### src/rtl/ray_dir_gen_if.sv
// Output stream of ray_dir_gen: one camera-ray direction per beat, tagged with its pixel position.
// The generator drives the master side and the downstream consumer drives the slave side.
interface ray_dir_gen_if;
    logic        ready_in;
    logic        valid_out;
    logic [31:0] dir_x;
    logic [31:0] dir_y;
    logic [31:0] dir_z;
    logic [15:0] hcount_out;
    logic [15:0] vcount_out;

    modport master (
        input  ready_in,
        output valid_out, dir_x, dir_y, dir_z, hcount_out, vcount_out
    );

    modport slave (
        output ready_in,
        input  valid_out, dir_x, dir_y, dir_z, hcount_out, vcount_out
    );
endinterface

### src/rtl/ray_dir_gen.sv
// Raster-scan camera-ray generator.
// Emits (h - WIDTH/2, HEIGHT/2 - v, -FOCAL) as float32 words through a 3-stage stallable pipeline.
module ray_dir_gen #(
    parameter int WIDTH  = 320,
    parameter int HEIGHT = 180,
    parameter int FOCAL  = 256
) (
    input  logic          clk_in,
    input  logic          rst_in,
    input  logic          start_in,
    output logic          busy_out,
    output logic          done_out,
    ray_dir_gen_if.master out_if
);

    typedef enum logic [1:0] {
        S_IDLE,
        S_RUN,
        S_DRAIN
    } state_t;

    localparam logic [15:0]        H_LAST = 16'(WIDTH - 1);
    localparam logic [15:0]        V_LAST = 16'(HEIGHT - 1);
    localparam logic signed [16:0] H_HALF = 17'(WIDTH / 2);
    localparam logic signed [16:0] V_HALF = 17'(HEIGHT / 2);
    localparam logic signed [16:0] Z_INT  = -17'(FOCAL);

    // Exact signed-integer to float32; |n| <= 32768 always fits the 24-bit significand.
    function automatic logic [31:0] int_to_f32(input logic signed [16:0] n);
        logic [16:0] mag;
        logic [4:0]  msb;
        logic [23:0] norm;
        logic [7:0]  expo;
        logic [31:0] word;
        mag = n[16] ? 17'(-n) : 17'(n);
        msb = '0;
        for (int i = 0; i < 17; i++) begin
            if (mag[i]) msb = 5'(i);
        end
        expo = 8'd127 + {3'b000, msb};
        norm = {7'b0000000, mag} << (5'd23 - msb);
        if (mag == '0) word = '0;
        else           word = {n[16], expo, norm[22:0]};
        return word;
    endfunction

    localparam logic [31:0] Z_WORD = int_to_f32(Z_INT);

    state_t state;
    state_t state_nxt;

    logic [15:0]        h_cnt;
    logic [15:0]        v_cnt;
    logic signed [16:0] s0_x;
    logic signed [16:0] s0_y;

    logic               s1_valid;
    logic [31:0]        s1_x;
    logic [31:0]        s1_y;
    logic [15:0]        s1_h;
    logic [15:0]        s1_v;

    logic               advance;
    logic               issue;
    logic               last_pix;
    logic               last_xfer;

    // A single global stall: every stage moves only when the output slot can take a new beat.
    assign advance   = out_if.ready_in | ~out_if.valid_out;
    assign issue     = advance && (state == S_RUN);
    assign last_pix  = (h_cnt == H_LAST) && (v_cnt == V_LAST);
    assign last_xfer = (state == S_DRAIN) && !s1_valid && out_if.valid_out && out_if.ready_in;

    // NOTE: sequential state uses non-blocking assignments so every register samples pre-edge values.
    always_ff @(posedge clk_in) begin
        if (!rst_in) state <= S_IDLE;
        else         state <= state_nxt;
    end

    // NOTE: defaults are assigned first so no path through the block leaves an output unassigned (no latch).
    always_comb begin
        state_nxt = state;
        busy_out  = 1'b1;
        case (state)
            S_IDLE: begin
                busy_out = 1'b0;
                if (start_in) state_nxt = S_RUN;
            end
            S_RUN: begin
                if (issue && last_pix) state_nxt = S_DRAIN;
            end
            S_DRAIN: begin
                if (last_xfer) state_nxt = S_IDLE;
            end
            default: begin
                state_nxt = S_IDLE;
                busy_out  = 1'b0;
            end
        endcase
    end

    // Stage 0: the pixel counters hold the next pixel to issue; the last pixel parks them.
    always_ff @(posedge clk_in) begin
        if (!rst_in) begin
            h_cnt <= '0;
            v_cnt <= '0;
        end else if (state == S_IDLE) begin
            if (start_in) begin
                h_cnt <= '0;
                v_cnt <= '0;
            end
        end else if (issue && !last_pix) begin
            if (h_cnt == H_LAST) begin
                h_cnt <= '0;
                v_cnt <= v_cnt + 16'd1;
            end else begin
                h_cnt <= h_cnt + 16'd1;
            end
        end
    end

    assign s0_x = $signed({1'b0, h_cnt}) - H_HALF;
    assign s0_y = V_HALF - $signed({1'b0, v_cnt});

    // Stage 1: leading-one detect and normalize into float32 words.
    always_ff @(posedge clk_in) begin
        if (!rst_in) begin
            s1_valid <= 1'b0;
            s1_x     <= '0;
            s1_y     <= '0;
            s1_h     <= '0;
            s1_v     <= '0;
        end else if (advance) begin
            s1_valid <= issue;
            if (issue) begin
                s1_x <= int_to_f32(s0_x);
                s1_y <= int_to_f32(s0_y);
                s1_h <= h_cnt;
                s1_v <= v_cnt;
            end
        end
    end

    // Stage 2: output register; held whole while the consumer stalls.
    always_ff @(posedge clk_in) begin
        if (!rst_in) begin
            out_if.valid_out  <= 1'b0;
            out_if.dir_x      <= '0;
            out_if.dir_y      <= '0;
            out_if.dir_z      <= '0;
            out_if.hcount_out <= '0;
            out_if.vcount_out <= '0;
        end else if (advance) begin
            out_if.valid_out <= s1_valid;
            if (s1_valid) begin
                out_if.dir_x      <= s1_x;
                out_if.dir_y      <= s1_y;
                out_if.dir_z      <= Z_WORD;
                out_if.hcount_out <= s1_h;
                out_if.vcount_out <= s1_v;
            end
        end
    end

    // The done pulse follows the edge that accepted the final beat.
    always_ff @(posedge clk_in) begin
        if (!rst_in) done_out <= 1'b0;
        else         done_out <= last_xfer;
    end

endmodule

### src/flat_wrapper.sv
// flat-port wrapper written by rule: the top's interface ports become plain ports
module ray_dir_gen_flat 
#(
    parameter int WIDTH  = 320,
    parameter int HEIGHT = 180,
    parameter int FOCAL  = 256
)
  (clk_in, rst_in, start_in, busy_out, done_out, out_if_ready_in, out_if_valid_out, out_if_dir_x, out_if_dir_y, out_if_dir_z, out_if_hcount_out, out_if_vcount_out);
  ray_dir_gen_if out_if_i ();
  input  logic clk_in;
  input  logic rst_in;
  input  logic start_in;
  output logic busy_out;
  output logic done_out;
  input wire logic [$bits(out_if_i.ready_in)-1:0] out_if_ready_in;
  output wire logic [$bits(out_if_i.valid_out)-1:0] out_if_valid_out;
  output wire logic [$bits(out_if_i.dir_x)-1:0] out_if_dir_x;
  output wire logic [$bits(out_if_i.dir_y)-1:0] out_if_dir_y;
  output wire logic [$bits(out_if_i.dir_z)-1:0] out_if_dir_z;
  output wire logic [$bits(out_if_i.hcount_out)-1:0] out_if_hcount_out;
  output wire logic [$bits(out_if_i.vcount_out)-1:0] out_if_vcount_out;
  assign out_if_i.ready_in = out_if_ready_in;
  assign out_if_valid_out = out_if_i.valid_out;
  assign out_if_dir_x = out_if_i.dir_x;
  assign out_if_dir_y = out_if_i.dir_y;
  assign out_if_dir_z = out_if_i.dir_z;
  assign out_if_hcount_out = out_if_i.hcount_out;
  assign out_if_vcount_out = out_if_i.vcount_out;
  ray_dir_gen #(.WIDTH(WIDTH), .HEIGHT(HEIGHT), .FOCAL(FOCAL)) u_core (.clk_in(clk_in), .rst_in(rst_in), .start_in(start_in), .busy_out(busy_out), .done_out(done_out), .out_if(out_if_i));
endmodule
### config.mk
export PLATFORM = sky130hd
export DESIGN_NAME = ray_dir_gen_flat
export DESIGN_NICKNAME = d
export VERILOG_FILES = /design/src/rtl/ray_dir_gen_if.sv /design/src/rtl/ray_dir_gen.sv /design/src/flat_wrapper.sv
export SDC_FILE = /design/constraint.sdc
export NUM_CORES = 1
export LEC_CHECK = 0
export ABC_AREA = 1
export CAP_MARGIN = 20
export CORE_MARGIN = 1.5
export CORE_UTILIZATION = 35
export CTS_BUF_LIST = sky130_fd_sc_hd__clkbuf_8
export CTS_CLUSTER_SIZE = 12
export DETAILED_ROUTE_END_ITERATION = 8
export GPL_ROUTABILITY_DRIVEN = 0
export GPL_TIMING_DRIVEN = 0
export PLACE_DENSITY = 0.59
export SLEW_MARGIN = 20
export SYNTH_ARGS = -nofsm -noshare
export SYNTH_HDL_FRONTEND = slang
export SYNTH_SLANG_ARGS = --single-unit
### constraint.sdc
create_clock -name clk_in -period 7.55 [get_ports clk_in]
set_input_delay 0.755 -clock clk_in [delete_from_list [all_inputs] [get_ports clk_in]]
set_output_delay 0.755 -clock clk_in [all_outputs]
set_load 0.01 [all_outputs]
== Yosys cells after proc, flatten, opt, wreduce, memory -nomap -nowiden ==
Index checks and enable logic that the tools add are counted.
Word-level totals
  register bits after elaboration: 230
  latch bits: 0
  RAM bits: 0
  ROM bits: 0
  bits of input ports: 4
  output and inout port bits: 131
  logic and storage cells: 110
  memories: 0
Operators by class
  add/subtract/negate cells: 10
  multiply operators: 0
  div/mod/pow operators: 0
  order comparisons: 0
  equality and inequality tests: 7
  shift operators: 2
  mux-type cells: 54
  bitwise operators: 2
  reductions and logical operators: 20
Operator list (number)
  $mux W16: 7
  $mux W32: 2
  $mux W4: 16
  $shl A17 B5 Y23: 2
  $mux W5: 8
  $logic_not A17 Y1: 2
  $mux W17: 2
  $neg A17 Y17: 2
  $add A16 B1 Y16 const B: 2
  $mux W3: 8
  $sub A16 B8 Y17 const B: 1
  $sub A7 B16 Y17 const A: 1
  $add A7 B5 Y8 const A: 2
  $eq A16 B8 Y1 const B: 1
  $eq A16 B9 Y1 const B: 1
  $mux W2: 7
  $sub A5 B5 Y5 const A: 2
  $logic_and A1 B1 Y1: 7
  $pmux W2 S3: 1
  $reduce_and A2 Y1: 3
  $reduce_and A3 Y1: 2
  $ne A2 B2 Y1 const B: 2
  $reduce_bool A2 Y1: 2
  $mux W1: 3
  8 further kinds: 9

== Depth between registers and ports, before layout ==
Gate-level depths: netlist (run 1).
  depth in word-level cells: 25
  mapped depth: 31
  gate-level depth less buffers: 31

== Least setup slack after synthesis (run 1) ==
No wires, ideal clock.
  path kind: flip-flop to flip-flop
  start: reg u_core.v_cnt[0]
  end: reg u_core.s1_y[24]
  library setup time: 0.070 ns
  arrival time: 3.299 ns
  required time: 7.480 ns
  path slack: 4.180 ns
  cell stages (with the launch flop): 19
  buffers on the path: 1
  clock period less this slack: 3.370 ns
  path through: dfxtp_1 inv_1 ha_1 inv_1 nand3_1 nor2_1 nand3_2 nor2_2 nand2_2 nor2_2 nand3_1 o21ai_2 xnor2_2 nand2_4 a21oi_2 buf_6 ha_1 or2_1 a21oi_1
On the way
  word-level cells in the longest chain between the ends: 24
  elaborated cells between the ends (all ways): 25
  classes of those cells: add/sub (3); mux (21); reduce/logical (1)
RTL lines
  start: declaration: RTL line ray_dir_gen.sv:53  | logic [15:0] v_cnt;
  start signal: assignment: RTL line ray_dir_gen.sv:115  | v_cnt <= v_cnt + 16'd1;
  $sub A7 B16 Y17 (*): RTL line ray_dir_gen.sv:123  | assign s0_y = V_HALF - $signed({1'b0, v_cnt});
  $neg A17 Y17: RTL line ray_dir_gen.sv:35  | mag = n[16] ? 17'(-n) : 17'(n);
  $mux W17 (*): RTL line ray_dir_gen.sv:35
  $mux W1: RTL line ray_dir_gen.sv:38  | if (mag[i]) msb = 5'(i);
  $mux W2 (2 in series): RTL line ray_dir_gen.sv:38
  $mux W3 (4 in series): RTL line ray_dir_gen.sv:38
  $mux W4 (8 in series): RTL line ray_dir_gen.sv:38
  $mux W5: RTL line ray_dir_gen.sv:38
  $mux W5: RTL line ray_dir_gen.sv:135  | if (issue) begin
  $mux W5: RTL line ray_dir_gen.sv:133  | end else if (advance) begin
  $mux W5: RTL line ray_dir_gen.sv:127  | if (!rst_in) begin
  $add A7 B5 Y8: RTL line ray_dir_gen.sv:40  | expo = 8'd127 + {3'b000, msb};
  $mux W32 (*): RTL line ray_dir_gen.sv:42  | if (mag == '0) word = '0;
  end signal: assignment: RTL line ray_dir_gen.sv:137  | s1_y <= int_to_f32(s0_y);
  end: declaration: RTL line ray_dir_gen.sv:59  | logic [31:0] s1_y;
Mark *: on every way between the ends. The rest lies on a longest branch, timed or not. The select of a mux whose other input is x is not followed.
A chain may end at the register's enable or synchronous reset.

== Worst setup path after layout (run 1) ==
Same ends and word-level chain as after synthesis.

==> summary.txt, run 1 <==
STA
  – RSZ-0062 raised after global routing: false
  – Final Max Slew Viols: 0
  – Layout Skew: around 0.025 ns
  – Final-report hold violation count: 0
  – Worst hold slack: between 0.4 and 0.5 ns
  – Setup_tns: 0 ns
  – Slew headroom: a little over two fifths
  – Setup-failing EPs final: 0
  – Highest clock rate: 0.254 GHz
  – Post-layout min period: between 3 and 4 ns
  – Actual slew at the worst max-slew pin: 0.859 ns
  – Final period util: about 52%
  – Setup WS post-layout: approximately 3.6 ns

Floorplan
  – Die Y: approximately 180 um
  – I/O Pins: approximately 140
  – Die X-Extent: between 150 and 200 um
  – # rows: 65
  – Die area: ~33,000 um2
  – Starting Density: 35.5%
  – Core box area: about 32,000 um2

Synthesis
  – Synth Flop Type: dfxtp_1
  – Syn Area/Cell: a little under 7 um2
  – Seq/Total Area, Yosys: roughly two fifths
  – Synth warnings: 0
  – Cell area after synthesis: 11,200 um2
  – Synth cell types: 48
  – EDFF count, synth: 0
  – Synth Register Bits: between 200 and 250
  – Async SR Flop Fraction: 0%
  – Syn Inst Count: 1,623

Outcome
  – Status: finished clean

Worst setup path
  – Critical Path Fanout Max: 10
  – CP endpoint kind: flop
  – Slowest CP cell: dfxtp_1
  – CP arrival: 4.39 ns
  – Crit path kind: flop to flop
  – Required @ worst endpoint: between 8 and 9 ns
  – Cell Chain, Critical Path: inv_1 -> ha_1 -> inv_1 -> nand3_1 -> nor2_1 -> nand3_2 -> nor2_2 -> nand2_2 -> nor2_2 -> nand3_1 -> o21ai_2 -> xnor2_2 -> nand2_4 -> a21oi_2 -> buf_6 -> ha_1 -> or2_1 -> a21oi_1
  – Largest stage delay, worst path: slightly above 0.5 ns
  – Setup crit start kind: flop

Cells and area
  – Layout Utilization: a little over two fifths
  – Area Growth Syn to Fin: 22.8%
  – Ratio of cells with drive above 1 in the final layout: 8.86%
  – Final nets: approximately 1,800
  – Antenna cells: 0
  – Cell area after layout: between 10,000 and 15,000 um2
  – Post-route insts no fill: around 2,200

Route
  – Vias per cell: approximately 4.8
  – Top Layer Used: met4
  – Routed wl met2: 12.8 mm
  – Drc violations: 0
  – Pre-antenna DRT Iters: 5
  – Wire length on met1: about 16 mm
  – Met3 wire length: roughly 1.5 mm
  – Post-Route WL: around 31 mm
  – DR WL/cell: roughly 14 um
  – ANT nets after route: 0
  – Via count: 10,700
  – Drt initial violations: ~770

Worst hold path
  – Hold Path Class: flop to flop

Power and ir drop
  – Clock power share: around 32%
  – Comb power frac: between 20% and 30%
  – Power per cell area: 278 nW/um2
  – Peak supply drop: about 150 uV
  – Sw Pwr: roughly 1.3 mW
  – Overall power: 3.82 mW
  – Pint: 2.54 mW
  – Sw frac: 33.5%
  – Leakage: 5.88 nW
  – Reg power frac: between 40% and 50%

CTS
  – CTS Buffer Depth: 3
  – CTS H-tree depth: 2
  – Clock slew at reported path FFs: about 0.07 ns
  – Root Driver: clkbuf_8
  – CTS Buf Count: a little over 40
  – Clk sinks: 230
  – CTS tree: yes
  – Post-CTS repair timing setup buffer count: 0
  – PostCTS Resize Cnt: 0
  – Worst-Skew Late Latency: 0.54 ns
  – Hold buffer count at cts: 0

Placement
  – Input/output buffers: approximately 110
  – Placed Instances: ~2,200
  – DP Worst Slack: around 3.4 ns
  – Post-DP HPWL: 23.3 mm
  – Area after DPL: 12,900 um2

Job
  – MaxCap Viol Count: 0

Global routing
  – Tot GR Track Use: 18.6%
  – Vias in the first global route: between 9,000 and 10,000
  – Congestion Overflow GR: 0
  – Largest net degree at the start of global routing: 11
  – Initial antenna violation count: 0
  – First-pass GRT wire length: between 50 and 60 mm
==> metal layers <==
metal | global-route usage (%) | up-vias
li1 | - | 5628
met5 | 0 | -
met4 | 5.39 | 0
met1 | 26.6 | 4737
met2 | 28.7 | 264
met3 | 2.97 | 50
==> sequential cells by signal (all words and copies together) (netlist names) <==
signal	flops
u_core.done_out	1
u_core.out_if.vcount_out	16
u_core.out_if.dir_y	32
u_core.v_cnt	16
u_core.s1_v	16
u_core.h_cnt	16
u_core.s1_valid	1
u_core.s1_y	32
u_core.out_if.hcount_out	16
u_core.s1_x	32
u_core.state	2
u_core.out_if.valid_out	1
u_core.s1_h	16
u_core.out_if.dir_x	32
u_core.out_if.dir_z	1
==> placed cells by master (no fill, tap or decap), types with 14 or more instances in the layout <==
master	instances
nand4_1	17
ha_1	14
conb_1	27
inv_1	111
clkbuf_8	54
dfxtp_1	230
buf_4	35
xor2_1	18
clkdlybuf4s50_1	107
nor3_1	17
clkbuf_1	60
nand2_1	285
a21oi_1	115
o21ai_0	163
nand3_1	184
nor2_1	279
==> worst paths after layout <==
| check | startpoint | endpoint | slack, ns | cells past startpoint |
|---|---|---|---|---|
| min reg2reg | u_core.s1_x[2]$_SDFFE_PN0P_ | u_core.s1_x[2]$_SDFFE_PN0P_ | 0.43 | 2 |
| max reg2reg | u_core.v_cnt[0]$_SDFFE_PN0P_ | u_core.s1_y[24]$_SDFFE_PN0P_ | 3.62 | 18 |
| max | u_core.v_cnt[0]$_SDFFE_PN0P_ | u_core.s1_y[24]$_SDFFE_PN0P_ | 3.62 | 18 |
| min | u_core.s1_x[2]$_SDFFE_PN0P_ | u_core.s1_x[2]$_SDFFE_PN0P_ | 0.43 | 2 |
==> synth_stat cells (17+ instances only) <==
| cell | number | area share [%] |
|---|---|---|
| buf_4 | 35 | 2.3 |
| inv_1 | 100 | 3.3 |
| a21oi_1 | 115 | 5.1 |
| xor2_1 | 18 | 1.4 |
| clkbuf_1 | 60 | 2.0 |
| nand4_1 | 17 | 0.95 |
| dfxtp_1 | 230 | 41 |
| nor2_1 | 279 | 9.3 |
| nor3_1 | 17 | 0.76 |
| nand2_1 | 285 | 9.5 |
| nand3_1 | 184 | 8.2 |
| o21ai_0 | 163 | 7.3 |
==> power groups by stage <==
stage          Sequential, mW  Combinational (mW)  Clock (mW)
2_1_floorplan            1.59               0.550           0
3_3_place_gp             1.57                1.04           0
3_5_place_dp             1.57                1.05           0
4_1_cts                  1.55                1.06        1.25
5_1_grt                  1.57                1.18        1.31
6_report                 1.55                1.05        1.22
==> cells by family (layout without fill, tap and decap cells) <==
group / count (synthesis) / count (layout) / share of synthesized area (%)
AND/OR/NAND/NOR: 825 / 825 / 31.8
AO/OA/AOI/OAI: 300 / 300 / 14.0
flip-flops: 230 / 230 / 41.1
buffers and inverters: 225 / 404 / 9.15
XOR/XNOR: 28 / 28 / 2.39
adder cells (fa/ha/maj): 14 / 14 / 1.56
other: 1 / 27 / 0.0335
==> critical path, delay by kind of cell (launching register included) <==
kind	cells	cell delay (ns)
AOI/OAI and AO/OA	3	0.67
xor gates and xnor gates	1	0.23
adders and majority gates	2	0.60
buffers and inverters	3	0.57
DFF	1	0.51
and+or+nand+nor	9	1.28
==> cell type report <==
type / count / area [um2]
buffer: 109 / 591
clock buffer: 54 / 743
clock inverter: 18 / 135
fill: 3341 / 17800
inverter: 116 / 435
multi-input combinational: 1194 / 5680
sequential: 230 / 4600
tap: 402 / 503
timing repair buffer: 107 / 1070
Power figures use the tool's default switching activity.
==> inputs of run 2 (changes only) <==
==> constraint.sdc (replaced) <==
create_clock -name clk_in -period 4.1 [get_ports clk_in]
set_input_delay 0.41 -clock clk_in [delete_from_list [all_inputs] [get_ports clk_in]]
set_output_delay 0.41 -clock clk_in [all_outputs]
set_load 0.01 [all_outputs]
==> run 2 against run 1 <==
  * Critical path depth stayed put
  * Register-to-register slack worse by 3.1 ns
  * Utilization is essentially flat
  * Combinational power rose by 85%
  * Sequential share of layout area is essentially flat
  * Non-clock buffer count stayed put
  * Die area stayed put
  * Flip-flop and latch count is the same
  * Critical path type unchanged
  * Worst setup slack worse by 3.1 ns
  * Global-route usage stayed put
  * First-iteration DRC count down 7.9%
  * Wire length grew 0.18%
==> summary.txt, run 2 (synthesis results as in run 1) <==
Outcome
  – Status: finished clean

Worst hold path
  – Hold_sp: u_core.s1_x[2]$_SDFFE_PN0P_
  – Cell count of the worst hold path: 2 (unchanged)
  – WHS Endpoint: u_core.s1_x[2]$_SDFFE_PN0P_
  – Hold Path Class: flop to flop

Placement
  – Post-DP HPWL: 23.3 mm (unchanged)
  – Input/output buffers: 107 (unchanged)
  – Area after DPL: 12,900 um2 (unchanged)
  – DP Worst Slack: 0.150 ns (-3.26 ns)

Power and ir drop
  – Leakage: 5.88 nW (about the same)
  – Peak supply drop: 277 uV (+84%)
  – Power per cell area: 512 nW/um2 (+84%)
  – Overall power: 7.04 mW (+84%)

STA
  – RSZ-0062 raised after global routing: false
  – Post-layout min period: 3.63 ns (-0.302 ns)
  – Slew headroom: 41.1% (-1.5 points)
  – Final period util: 88.6% (+36 points)
  – Setup WS post-layout: 0.468 ns (-3.15 ns)
  – Highest clock rate: 0.275 GHz (+8.3%)
  – Final-report hold violation count: 0 (unchanged)
  – Setup-failing EPs final: 0 (unchanged)
  – Actual slew at the worst max-slew pin: 0.881 ns (+0.0218 ns)
  – Setup_tns: 0 ns (unchanged)
  – Final Max Slew Viols: 0 (unchanged)
  – Layout Skew: 0.0193 ns (-0.00549 ns)

CTS
  – CTS H-tree depth: 2 (unchanged)
  – CTS tree: yes
  – Post-CTS repair timing setup buffer count: 0 (unchanged)
  – Root Driver: clkbuf_8
  – PostCTS Resize Cnt: 0 (unchanged)
  – Clock slew at reported path FFs: 0.06 ns (about the same)
  – Clk sinks: 230 (unchanged)
  – CTS Buffer Depth: 3 (unchanged)
  – Hold buffer count at cts: 0 (unchanged)
  – CTS Buf Count: 41 (unchanged)
  – Worst-Skew Late Latency: 0.54 ns (about the same)

Global routing
  – Largest net degree at the start of global routing: 11 (unchanged)
  – Initial antenna violation count: 0 (unchanged)
  – Vias in the first global route: 9,971 (unchanged)
  – Tot GR Track Use: 18.6% (unchanged)
  – First-pass GRT wire length: 50.7 mm (unchanged)
  – Congestion Overflow GR: 0 (unchanged)

Worst setup path
  – Worst reg2reg startpoint: u_core.v_cnt[0]$_SDFFE_PN0P_
  – Crit path kind: flop to flop
  – Required @ worst endpoint: 4.50 ns (-3.51 ns)
  – CP arrival: 4.03 ns (-0.36 ns)
  – CP endpoint kind: flop
  – Worst R2R End: u_core.s1_y[30]$_SDFFE_PN0P_
  – Critical Path Fanout Max: 10 (unchanged)
  – Setup crit start kind: flop
  – FF-to-FF setup slack: 0.47 ns (-3.15 ns)
  – FF-to-FF path depth: 18 (unchanged)

Route
  – ANT nets after route: 0 (unchanged)
  – Post-Route WL: 30.8 mm (+0.18%)
  – Drt initial violations: 711 (-7.9%)
  – Vias per cell: 4.79 (about the same)
  – DR WL/cell: 13.8 um (+0.18%)
  – Drc violations: 0 (unchanged)
  – Pre-antenna DRT Iters: 7 (+2)
  – Via count: 10,700 (-0.0094%)

Floorplan
  – Die X-Extent: 182 um (unchanged)
  – Die area: 33,100 um2 (unchanged)
  – I/O Pins: 135 (unchanged)
  – Die Y: 182 um (unchanged)
  – Core box area: 31,600 um2 (unchanged)
  – Starting Density: 35.5% (unchanged)
  – # rows: 65 (unchanged)

Cells and area
  – Final nets: 1,817 (unchanged)
  – Antenna cells: 0 (unchanged)
  – Area Growth Syn to Fin: 22.8% (about the same)
  – FILL cells: 3,344 (+0.090%)
  – Commonest cells after routing, fill and taps aside: nand2_1, nor2_1, dfxtp_1
  – Commonest non-fill, non-tap cell in the layout: nand2_1
  – Cell area after layout: 13,800 um2 (about the same)
  – Ratio of cells with drive above 1 in the final layout: 8.97% (+0.11 points)

Job
  – MaxCap Viol Count: 0 (unchanged)
run 2: area by class of cell:
| cell class | instances | area, um2 | area share [%] |
|---|---|---|---|
| multi-input cells | 1194 | 5680 | 41.3 |
| flip-flops and latches | 230 | 4610 | 33.5 |
| clock inverters | 18 | 135 | 0.982 |
| clock buffers | 54 | 743 | 5.40 |
| repair buffers | 107 | 1070 | 7.78 |
| well taps | 402 | 503 | 3.65 |
| plain buffers | 109 | 591 | 4.29 |
| inverters | 116 | 435 | 3.16 |
run 2: how the worst max path moves through the flow:
stage / start / endpoint / slack, ns / depth (start not counted)
floorplan: u_core.v_cnt[0]$_SDFFE_PN0P_ / u_core.s1_y[24]$_SDFFE_PN0P_ / 0.73 / 18
global placement: u_core.v_cnt[0]$_SDFFE_PN0P_ / u_core.s1_y[24]$_SDFFE_PN0P_ / 0.23 / 18
detailed placement: u_core.v_cnt[0]$_SDFFE_PN0P_ / u_core.s1_y[24]$_SDFFE_PN0P_ / 0.15 / 18
CTS: u_core.v_cnt[0]$_SDFFE_PN0P_ / u_core.s1_y[24]$_SDFFE_PN0P_ / 0.13 / 18
global route: u_core.v_cnt[1]$_SDFFE_PN0P_ / u_core.s1_y[24]$_SDFFE_PN0P_ / 0.05 / 17
finish: u_core.v_cnt[0]$_SDFFE_PN0P_ / u_core.s1_y[30]$_SDFFE_PN0P_ / 0.47 / 18
run 2: power breakdown:
part           internal, mW  leakage [nW]  switching [mW]
Clock                  1.30         0.487           0.948
Sequential             2.63          1.87           0.222
Combinational         0.754          3.52            1.19
run 2: metal layers:
layer	share of wire, %	wire length, um	global-route usage [%]	vias to the layer above
met4	2.0	623	5.39	0
met1	51	15700	26.6	4732
met5	0	0	0	-
met2	42	12900	28.7	269
met3	5.1	1560	2.97	52
li1	-	-	-	5625
run 2: worst max-delay path, cell delays in order, from the launching register on:
cell	delay (ns)
dfxtp_2	0.43
inv_2	0.13
ha_1	0.34
inv_1	0.11
nand3_1	0.13
nor2_1	0.21
nand3_2	0.12
nor2_2	0.10
nand2_2	0.07
nor2_2	0.14
nand3_1	0.14
o21ai_2	0.18
xnor2_2	0.23
nand2_4	0.16
nor3_4	0.38
inv_2	0.16
buf_2	0.22
o21ai_0	0.17
a21oi_1	0.08
run 2: metrics by stage:
| stage | cells | hold WS [ns] | utilization [%] |
|---|---|---|---|
| after floorplan | 1649 | 0.415 | - |
| after global placement | 2158 | 0.422 | 40.8 |
| after detailed placement | 2158 | 0.424 | 40.8 |
| after CTS | 2230 | 0.432 | 43.6 |
| after global routing | 2230 | 0.456 | 43.6 |
| final | 2230 | 0.431 | 43.6 |
==> inputs of run 3 (changes only) <==
--- a/config.mk
+++ b/config.mk
@@ -14,7 +14,7 @@
 export DETAILED_ROUTE_END_ITERATION = 8
 export GPL_ROUTABILITY_DRIVEN = 0
 export GPL_TIMING_DRIVEN = 0
-export PLACE_DENSITY = 0.59
+export PLACE_DENSITY_LB_ADDON = 0.25
 export SLEW_MARGIN = 20
 export SYNTH_ARGS = -nofsm -noshare
 export SYNTH_HDL_FRONTEND = slang
==> run 3 against run 2 <==
  * Count of clock-buffer cells in the layout shrank 8
  * Worst setup slack lost 0.063 ns
  * Via count grew 1.5%
  * Critical endpoint is now u_core.s1_y[24]$_SDFFE_PN0P_
==> summary.txt, run 3 (synthesis results as in run 1) <==
CTS
  – Clk sinks: 230 (unchanged)
  – CTS tree: yes
  – Clock slew at reported path FFs: 0.07 ns (about the same)
  – Worst-Skew Late Latency: 0.54 ns (about the same)
  – Hold buffer count at cts: 0 (unchanged)
  – CTS Buf Count: 39 (-4.9%)
  – CTS Buffer Depth: 3 (unchanged)
  – CTS H-tree depth: 2 (unchanged)
  – Root Driver: clkbuf_8

Power and ir drop
  – Overall power: 6.90 mW (-2.1%)
  – Peak supply drop: 276 uV (-0.53%)
  – Power per cell area: 503 nW/um2 (-1.6%)
  – Leakage: 5.86 nW (-0.34%)

Global routing
  – Congestion Overflow GR: 0 (unchanged)
  – Initial antenna violation count: 0 (unchanged)
  – Tot GR Track Use: 18.7% (+0.095 points)
  – Largest net degree at the start of global routing: 12 (+1)
  – First-pass GRT wire length: 50.9 mm (+0.49%)
  – Vias in the first global route: 10,000 (+0.68%)

Floorplan
  – Starting Density: 35.5% (unchanged)
  – Die area: 33,100 um2 (unchanged)
  – I/O Pins: 135 (unchanged)
  – Die Y: 182 um (unchanged)
  – Core box area: 31,600 um2 (unchanged)
  – Die X-Extent: 182 um (unchanged)
  – # rows: 65 (unchanged)

STA
  – RSZ-0062 raised after global routing: false
  – Actual slew at the worst max-slew pin: 0.861 ns (-0.0198 ns)
  – Setup_tns: 0 ns (unchanged)
  – Slew headroom: 42.6% (+1.5 points)
  – Final period util: 90.1% (+1.5 points)
  – Post-layout min period: 3.70 ns (+0.0633 ns)
  – Final-report hold violation count: 0 (unchanged)
  – Layout Skew: 0.0136 ns (-0.00568 ns)
  – Final Max Slew Viols: 0 (unchanged)
  – Setup-failing EPs final: 0 (unchanged)
  – Highest clock rate: 0.271 GHz (-1.7%)

Worst setup path
  – Setup crit start kind: flop
  – CP endpoint kind: flop
  – Cell Chain, Critical Path: inv_1 -> ha_1 -> inv_1 -> nand3_1 -> nor2_1 -> nand3_2 -> nor2_2 -> nand2_2 -> nor2_2 -> nand3_1 -> o21ai_2 -> xnor2_2 -> nand2_4 -> a21oi_4 -> buf_6 -> ha_1 -> or2_1 -> a21oi_1
  – CP arrival: 4.17 ns (+0.14 ns)
  – Crit path kind: flop to flop
  – Slowest CP cell: dfxtp_2
  – Required @ worst endpoint: 4.57 ns (+0.07 ns)
  – Largest stage delay, worst path: 0.42 ns (about the same)
  – Crit-path leading delay family: simple AND/OR/NAND/NOR gates
  – Critical Path Fanout Max: 10 (unchanged)
  – Crit path buffers/inverters: 3 (-1)

Placement
  – Placed Instances: 2,158 (unchanged)
  – Post-DP HPWL: 23.2 mm (-0.54%)
  – Input/output buffers: 107 (unchanged)

Route
  – Vias per cell: 4.86 (+1.5%)
  – DR WL/cell: 13.9 um (+0.45%)
  – ANT nets after route: 0 (unchanged)
  – Via count: 10,800 (+1.5%)
  – Post-Route WL: 30.9 mm (+0.41%)
  – Drt initial violations: 830 (+17%)
  – Pre-antenna DRT Iters: 6 (-1)
  – Drc violations: 0 (unchanged)

Outcome
  – Status: finished clean

Worst hold path
  – Hold Path Class: flop to flop

Cells and area
  – Final nets: 1,819 (+0.11%)
  – Ratio of cells with drive above 1 in the final layout: 8.92% (-0.050 points)
  – Post-route insts no fill: 2,229 (-0.045%)
  – Layout Utilization: 43.4% (-0.19 points)
  – Antenna cells: 0 (unchanged)
  – Commonest non-fill, non-tap cell in the layout: nand2_1
  – Commonest cells after routing, fill and taps aside: nand2_1, nor2_1, dfxtp_1
  – Area Growth Syn to Fin: 22.3%

Job
  – MaxCap Viol Count: 0 (unchanged)
[run 3: cell types whose count changed in the layout (fill, tap and decap cells not counted)]
cell	previous run	this run
clkbuf_8	54	46
inv_6	0	2
clkinv_4	1	0
inv_8	0	1
clkinvlp_4	2	0
inv_2	13	12
buf_4	35	39
clkinv_2	2	6
[run 3: path summary, 6_finish.rpt]
path                           startpoint                            to  slack (ns)  depth (start not counted)
max          u_core.v_cnt[0]$_SDFFE_PN0P_  u_core.s1_y[24]$_SDFFE_PN0P_        0.40                         18
min           u_core.s1_x[1]$_SDFFE_PN0P_   u_core.s1_x[1]$_SDFFE_PN0P_        0.44                          2
max reg2reg  u_core.v_cnt[0]$_SDFFE_PN0P_  u_core.s1_y[24]$_SDFFE_PN0P_        0.40                         18
min reg2reg   u_core.s1_x[1]$_SDFFE_PN0P_   u_core.s1_x[1]$_SDFFE_PN0P_        0.44                          2
[run 3: area by class of cell]
cell class / instances / area [um2]
Inverter: 116 / 435
Timing Repair Buffer: 111 / 1100
Sequential cell: 230 / 4610
Buffer: 109 / 591
Multi-Input combinational cell: 1194 / 5680
Clock buffer: 46 / 633
Clock inverter: 21 / 156
Fill cell: 3318 / 17800
Tap cell: 402 / 503
[run 3: what timing repair did]
action / CTS / global route
buffers inserted: 0 / 4
endpoints found under the setup margin: 0 / 24
resized for setup: 0 / 2
[run 3: through the flow]
| step | hold slack [ns] | area, um2 | setup slack [ns] |
|---|---|---|---|
| 2_1_floorplan | 0.415 | 11300 | 0.730 |
| 3_3_place_gp | 0.421 | 12900 | 0.215 |
| 3_5_place_dp | 0.425 | 12900 | 0.163 |
| 4_1_cts | 0.433 | 13700 | 0.129 |
| 5_1_grt | 0.451 | 13700 | 0.0301 |
| 6_report | 0.436 | 13700 | 0.405 |
[run 3: report_power, final]
part / internal [mW] / switching (mW) / total, mW
sequential: 2.63 / 0.228 / 2.85
clock: 1.16 / 0.952 / 2.11
combinational: 0.754 / 1.18 / 1.93
total: 4.54 / 2.36 / 6.90
[run 3: worst register-to-register path, stage by stage (launching register included)]
cell     delay, ns
dfxtp_2       0.42
inv_1         0.20
ha_1          0.37
inv_1         0.12
nand3_1       0.13
nor2_1        0.20
nand3_2       0.12
nor2_2        0.10
nand2_2       0.07
nor2_2        0.14
nand3_1       0.15
o21ai_2       0.19
xnor2_2       0.23
nand2_4       0.16
a21oi_4       0.28
buf_6         0.19
ha_1          0.23
or2_1         0.22
a21oi_1       0.11
[run 3: routing by layer]
layer / wire length, um / global-route usage, % / vias up / part of all wire (%)
met5: 0 / 0 / - / 0
met4: 470 / 4.63 / 0 / 1.5
met3: 1730 / 3.43 / 47 / 5.6
met2: 13000 / 28.9 / 288 / 42
met1: 15800 / 26.8 / 4875 / 51
li1: - / - / 5627 / -
